File: src/rtl/fft_frame_ctrl.sv
// Ping-pong frame buffer between a sample source and an FFT core.
// The producer fills one bank while the consumer streams the other. A bank is
// released only when the core signals completion of the frame read from it.
module fft_frame_ctrl #(
  parameter int unsigned N_PTS = 32,
  parameter int unsigned DW    = 32
) (
  input  logic          clk,
  input  logic          rstn,       // active-high asynchronous reset
  input  logic          in_valid,
  input  logic [DW-1:0] in_data,
  output logic          in_ready,
  output logic          fft_valid,
  output logic [DW-1:0] fft_data,
  output logic          fft_last,
  input  logic          fft_ready,
  input  logic          fft_done,
  output logic          busy,
  output logic [15:0]   frame_cnt,
  output logic          ovf
);

  localparam int unsigned PtrW = $clog2(N_PTS);
  localparam logic [PtrW-1:0] LastPtr = PtrW'(N_PTS - 1);

  typedef enum logic [1:0] {StIdle, StStream, StWaitDone} state_e;

  state_e          state_q, state_d;
  logic            wr_bank_q, wr_bank_d;
  logic            rd_bank_q, rd_bank_d;
  logic [PtrW-1:0] wr_ptr_q, wr_ptr_d;
  logic [PtrW-1:0] rd_ptr_q, rd_ptr_d;
  logic [1:0]      bank_full_q, bank_full_d;
  logic [15:0]     frame_cnt_q, frame_cnt_d;
  logic            ovf_q, ovf_d;

  logic [DW-1:0] mem_q [2][N_PTS];

  logic wr_fire;
  logic rd_fire;

  // Source is held off while reset is asserted as well as while its bank is full.
  assign in_ready  = !rstn && !bank_full_q[wr_bank_q];
  assign wr_fire   = in_valid && in_ready;
  assign rd_fire   = fft_valid && fft_ready;
  assign fft_data  = mem_q[rd_bank_q][rd_ptr_q];
  assign busy      = (state_q != StIdle);
  assign frame_cnt = frame_cnt_q;
  assign ovf       = ovf_q;

  // Sample storage; contents are not cleared by reset.
  always_ff @(posedge clk) begin
    if (wr_fire) begin
      mem_q[wr_bank_q][wr_ptr_q] <= in_data;
    end
  end

  // Producer pointers and the sticky overflow flag.
  always_comb begin
    wr_ptr_d  = wr_ptr_q;
    wr_bank_d = wr_bank_q;
    ovf_d     = ovf_q;
    if (wr_fire) begin
      wr_ptr_d = wr_ptr_q + PtrW'(1);
      if (wr_ptr_q == LastPtr) begin
        wr_bank_d = !wr_bank_q;
      end
    end
    if (in_valid && !in_ready) begin
      ovf_d = 1'b1;
    end
  end

  // Consumer FSM plus bank ownership; fill and release can land on one edge.
  always_comb begin
    state_d     = state_q;
    rd_ptr_d    = rd_ptr_q;
    rd_bank_d   = rd_bank_q;
    frame_cnt_d = frame_cnt_q;
    bank_full_d = bank_full_q;
    fft_valid   = 1'b0;
    fft_last    = 1'b0;

    if (wr_fire && (wr_ptr_q == LastPtr)) begin
      bank_full_d[wr_bank_q] = 1'b1;
    end

    unique case (state_q)
      StIdle: begin
        if (bank_full_q[rd_bank_q]) begin
          state_d  = StStream;
          rd_ptr_d = '0;
        end
      end
      StStream: begin
        fft_valid = 1'b1;
        fft_last  = (rd_ptr_q == LastPtr);
        if (fft_ready) begin
          rd_ptr_d = rd_ptr_q + PtrW'(1);
          if (rd_ptr_q == LastPtr) begin
            state_d = StWaitDone;
          end
        end
      end
      StWaitDone: begin
        if (fft_done) begin
          bank_full_d[rd_bank_q] = 1'b0;
          rd_bank_d              = !rd_bank_q;
          frame_cnt_d            = frame_cnt_q + 16'd1;
          state_d                = StIdle;
        end
      end
      default: state_d = StIdle;
    endcase
  end

  // State registers.
  always_ff @(posedge clk or posedge rstn) begin
    if (rstn) begin
      state_q     <= StIdle;
      wr_bank_q   <= 1'b0;
      rd_bank_q   <= 1'b0;
      wr_ptr_q    <= '0;
      rd_ptr_q    <= '0;
      bank_full_q <= 2'b00;
      frame_cnt_q <= 16'd0;
      ovf_q       <= 1'b0;
    end else begin
      state_q     <= state_d;
      wr_bank_q   <= wr_bank_d;
      rd_bank_q   <= rd_bank_d;
      wr_ptr_q    <= wr_ptr_d;
      rd_ptr_q    <= rd_ptr_d;
      bank_full_q <= bank_full_d;
      frame_cnt_q <= frame_cnt_d;
      ovf_q       <= ovf_d;
    end
  end

  // rd_fire is only meaningful in StStream; kept for readability of the handshake.
  logic unused_rd_fire;
  assign unused_rd_fire = rd_fire;

endmodule

File: config.mk
export PLATFORM = sky130hd
export DESIGN_NAME = fft_frame_ctrl
export DESIGN_NICKNAME = d
export VERILOG_FILES = /design/src/rtl/fft_frame_ctrl.sv
export SDC_FILE = /design/constraint.sdc
export NUM_CORES = 2
export LEC_CHECK = 0
export ABC_CLOCK_PERIOD_IN_PS = 6800
export BUFFER_PORTS_ARGS = -buffer_cell sky130_fd_sc_hd__buf_2
export CAP_MARGIN = 20
export CELL_PAD_IN_SITES_DETAIL_PLACEMENT = 1
export CELL_PAD_IN_SITES_GLOBAL_PLACEMENT = 1
export CORE_MARGIN = 4
export CORE_UTILIZATION = 45
export CTS_CLUSTER_DIAMETER = 80
export DETAILED_ROUTE_END_ITERATION = 12
export PLACE_DENSITY = 0.64
export SYNTH_ARGS = -nofsm -noshare
export SYNTH_HDL_FRONTEND = slang
export SYNTH_SLANG_ARGS = --single-unit
File: constraint.sdc
create_clock -name clk -period 6.8 [get_ports clk]
set_input_delay 1.36 -clock clk [delete_from_list [all_inputs] [get_ports clk]]
set_output_delay 1.36 -clock clk [all_outputs]
set_load 0.02 [all_outputs]
==> run metrics <==
FF-to-FF setup slack=2910 ps; setup_tns=0 ps; Syn Area/Cell=~22 um2; final wirelength=about 210000 um; maxcap violations=0; Yosys warnings=0; post_cts resized=0; Root Buffer=clkbuf_16; Synth Area in XOR/XNOR=0.002401; worst rel slew slack=0.2585; CTS clock-pin slew for the worst setup and hold paths=approximately 60 ps; FMAX=~0.16 GHz; largest net degree at the start of global routing=86; dpl hpwl=roughly 130000 um; placed instance area=0.08456 mm2; TritonCTS Sinks=2081; RSZ-0062 raised after global routing=no; number of primary I/O pins=90; leakage power=between 20 and 30 nW; R2R depth=6; CP Capture Type=primary output; Cell Count, Final, Fillers Out=around 6400; antenna violations before repair=3; PD cells=between 300 and 400 mW/mm2; Mapped Area=around 0.080 mm2; critical path arrival=approximately 4800 ps; Worst path max stage delay=between 800 and 900 ps; Synth Register Bits=roughly 2100; initial core utilization=0.4542; cells after synthesis=3625; DP Cell Count=6029; Initial DRT Pass Iterations=5; CTS tree=built; Core Footprint=between 0.15 and 0.2 mm2; Hold EP=frame_cnt[15]; routed len/inst=approximately 33 um; Die X=430.3 um; global-route wire length before repair=308000 um; Tcrit/Tclk final=0.9042; most numerous cell in the Yosys netlist=edfxtp_1; PortBufs=just under 90; Net count, final=approximately 4000; Crit Path Category=reg2out; synth unique cells=60; Critical Path Slowest Stage Cell=dfrtp_4; Worst R2R End=mem_q[1][348]; worst-path maximum fanout=35; register area share after synthesis=0.7766; Rows=around 150; shortest period the worst path allows=roughly 6100 ps; syn_nets=3670; total grt overflow=0; Simple-Gate Fraction of Synth Area=0.02120; mux contribution to synthesized area=0.1619; Initial DRC Count=between 4000 and 5000; hold_buf cts=0; Area Overhead vs Synth=13.66%; total CTS buffers=approximately 210; Area contributors post-synth=edfxtp_1 77%, mux4_2 14%, mux2i_1 2.0%, dfrtp_1 1.0%, nand2_1 0.92%; Fillers=approximately 15000; largest area contributor in the netlist=edfxtp_1; Synth Area in Adders=0.001247; Synth Flop Type=edfxtp_1; GPL Wtd Cong=~0.78; CP dominant cell by count=buf_12; maximum clock path buffer count=3; top post-synthesis cells by count=2048 x edfxtp_1, 496 x mux4_2, 197 x nand2_1; post-route ant nets=0; Critical Path RT=5440 ps; share of post-route cells with drive strength above 1=0.2801; H-tree depth=4; DIE AREA=0.1852 mm2; Worst Hold Depth=1; Worst setup SP type=flop; Layout Skew=about 26 ps; Yosys top cell area share=0.7663; GR Util All Layers=0.2320; crit-path cells=buf_12 -> buf_12 -> mux4_2 -> nand2_1 -> a32oi_1 -> a21oi_1 -> buf_4 -> a211oi_1 -> buf_2; Post-synth ARST share=0.01586; main combinational cell family by area after synthesis=multiplexers; outcome=finished, final reports clean; drt via density=6.013; Tightest Hold Check Type=reg2reg; EDFF count, synth=~2000; Vias=around 39000; Final Cell Area=~0.09 mm2; Die Span Y=between 400 and 500 um; vias in the first global route=roughly 41000; R2R Path Start=wr_bank_q; Final setup violation count=0; clock latency on the worst-skew pair=approximately 860 ps; Synth Area in Compound Gates=0.02133; # Post-CTS Setup Buffers=0; Final Max Tran Viols=0; hold path startpoint=frame_cnt[15]; final core occ=0.5162; Final Hold Vio Count=0; maximum VDD drop=~0.28 mV; Slew @ Worst Pin=approximately 1100 ps; drt drc=0
==> layout by cell type (no fill, tap or decap), types with 13 or more instances in the layout <==
cell type	synthesis	routed
a32oi_1	30	30
clkbuf_1	78	51
mux4_2	496	496
mux2i_1	162	162
clkbuf_16	0	214
nor2_1	90	26
nand3_1	26	26
a22oi_1	20	20
bufinv_16	0	15
a211oi_1	18	18
edfxtp_1	2048	2048
buf_12	0	28
xnor2_1	15	15
mux2_2	18	18
dfrtp_1	33	27
buf_4	33	151
nor2_4	0	63
and2_1	16	15
clkinv_2	0	26
a21oi_1	42	42
o22ai_1	39	39
clkinv_1	0	50
a221oi_1	13	13
buf_2	41	89
nand2_1	197	197
==> worst max-delay path by stage <==
stage	from	end	slack (ps)	cells past startpoint
4_1_cts	rd_bank_q	fft_data[12]	580	9
3_5_place_dp	rd_bank_q	fft_data[12]	1520	9
2_1_floorplan	rstn	mem_q[1][768]	1580	5
5_1_grt	rd_bank_q	fft_data[12]	610	9
3_3_place_gp	rd_bank_q	fft_data[27]	1470	7
6_report	rd_bank_q	fft_data[12]	650	9
==> state kept, by name, indices dropped and copies added (netlist names), 2 cells and up <==
register,flops
bank_full_q,2
frame_cnt,16
mem_q,2048
rd_ptr_q,5
state_q,2
wr_ptr_q,5
==> per-layer routing <==
metal	vias up	routed length (um)	share of wire	track usage
met5	-	13	0.000061	0
met4	2	5887	0.028	0.06482
met1	21219	88620	0.42	0.3234
li1	15803	-	-	-
met2	1225	107500	0.50	0.3881
met3	281	11110	0.052	0.03153
==> cell families after synthesis <==
kind of cell / after synthesis
AOI/OAI and AO/OA: 237
xor gates and xnor gates: 22
adders and majority gates: 8
buffers and inverters: 208
DFF: 2081
muxes: 676
and+or+nand+nor: 393
==> layout make-up <==
| type | instances | area, um2 | area share |
|---|---|---|---|
| Timing Repair Buffer | 268 | 2140 | 0.02346 |
| Tap cell | 2340 | 2928 | 0.03210 |
| Antenna cell | 2 | 5.005 | 0.00005487 |
| Multi-Input combinational cell | 1336 | 17190 | 0.1885 |
| Clock buffer | 265 | 5547 | 0.06081 |
| Sequential cell | 2081 | 62340 | 0.6835 |
| Clock inverter | 108 | 1020 | 0.01118 |
| Inverter | 8 | 40.04 | 0.0004390 |
==> power breakdown <==
group          internal, W  switching, W  total, W
registers           0.0143      0.000271    0.0146
clock network      0.00632       0.00484    0.0112
logic              0.00271       0.00478   0.00749
total               0.0234       0.00989    0.0332
==> worst max-delay path, delay by kind of cell (launching register included) <==
family | cells | cell delay [ps]
AO/OA/AOI/OAI | 3 | 1440
buffers and inverters | 4 | 1160
flip-flops | 1 | 840
multiplexers | 1 | 280
AND/OR/NAND/NOR | 1 | 140
==> metrics by stage <==
step                      hold WS, ps  setup WS (ps)  power, W
after detailed placement        453.1           1518   0.02251
after global routing            497.1          605.3   0.03444
after floorplan                 524.4           1576   0.01915
final                           462.0          651.2   0.03325
after global placement          449.4           1467   0.02244
after CTS                       465.1          584.3   0.03366
Power figures use the tool's default switching activity.
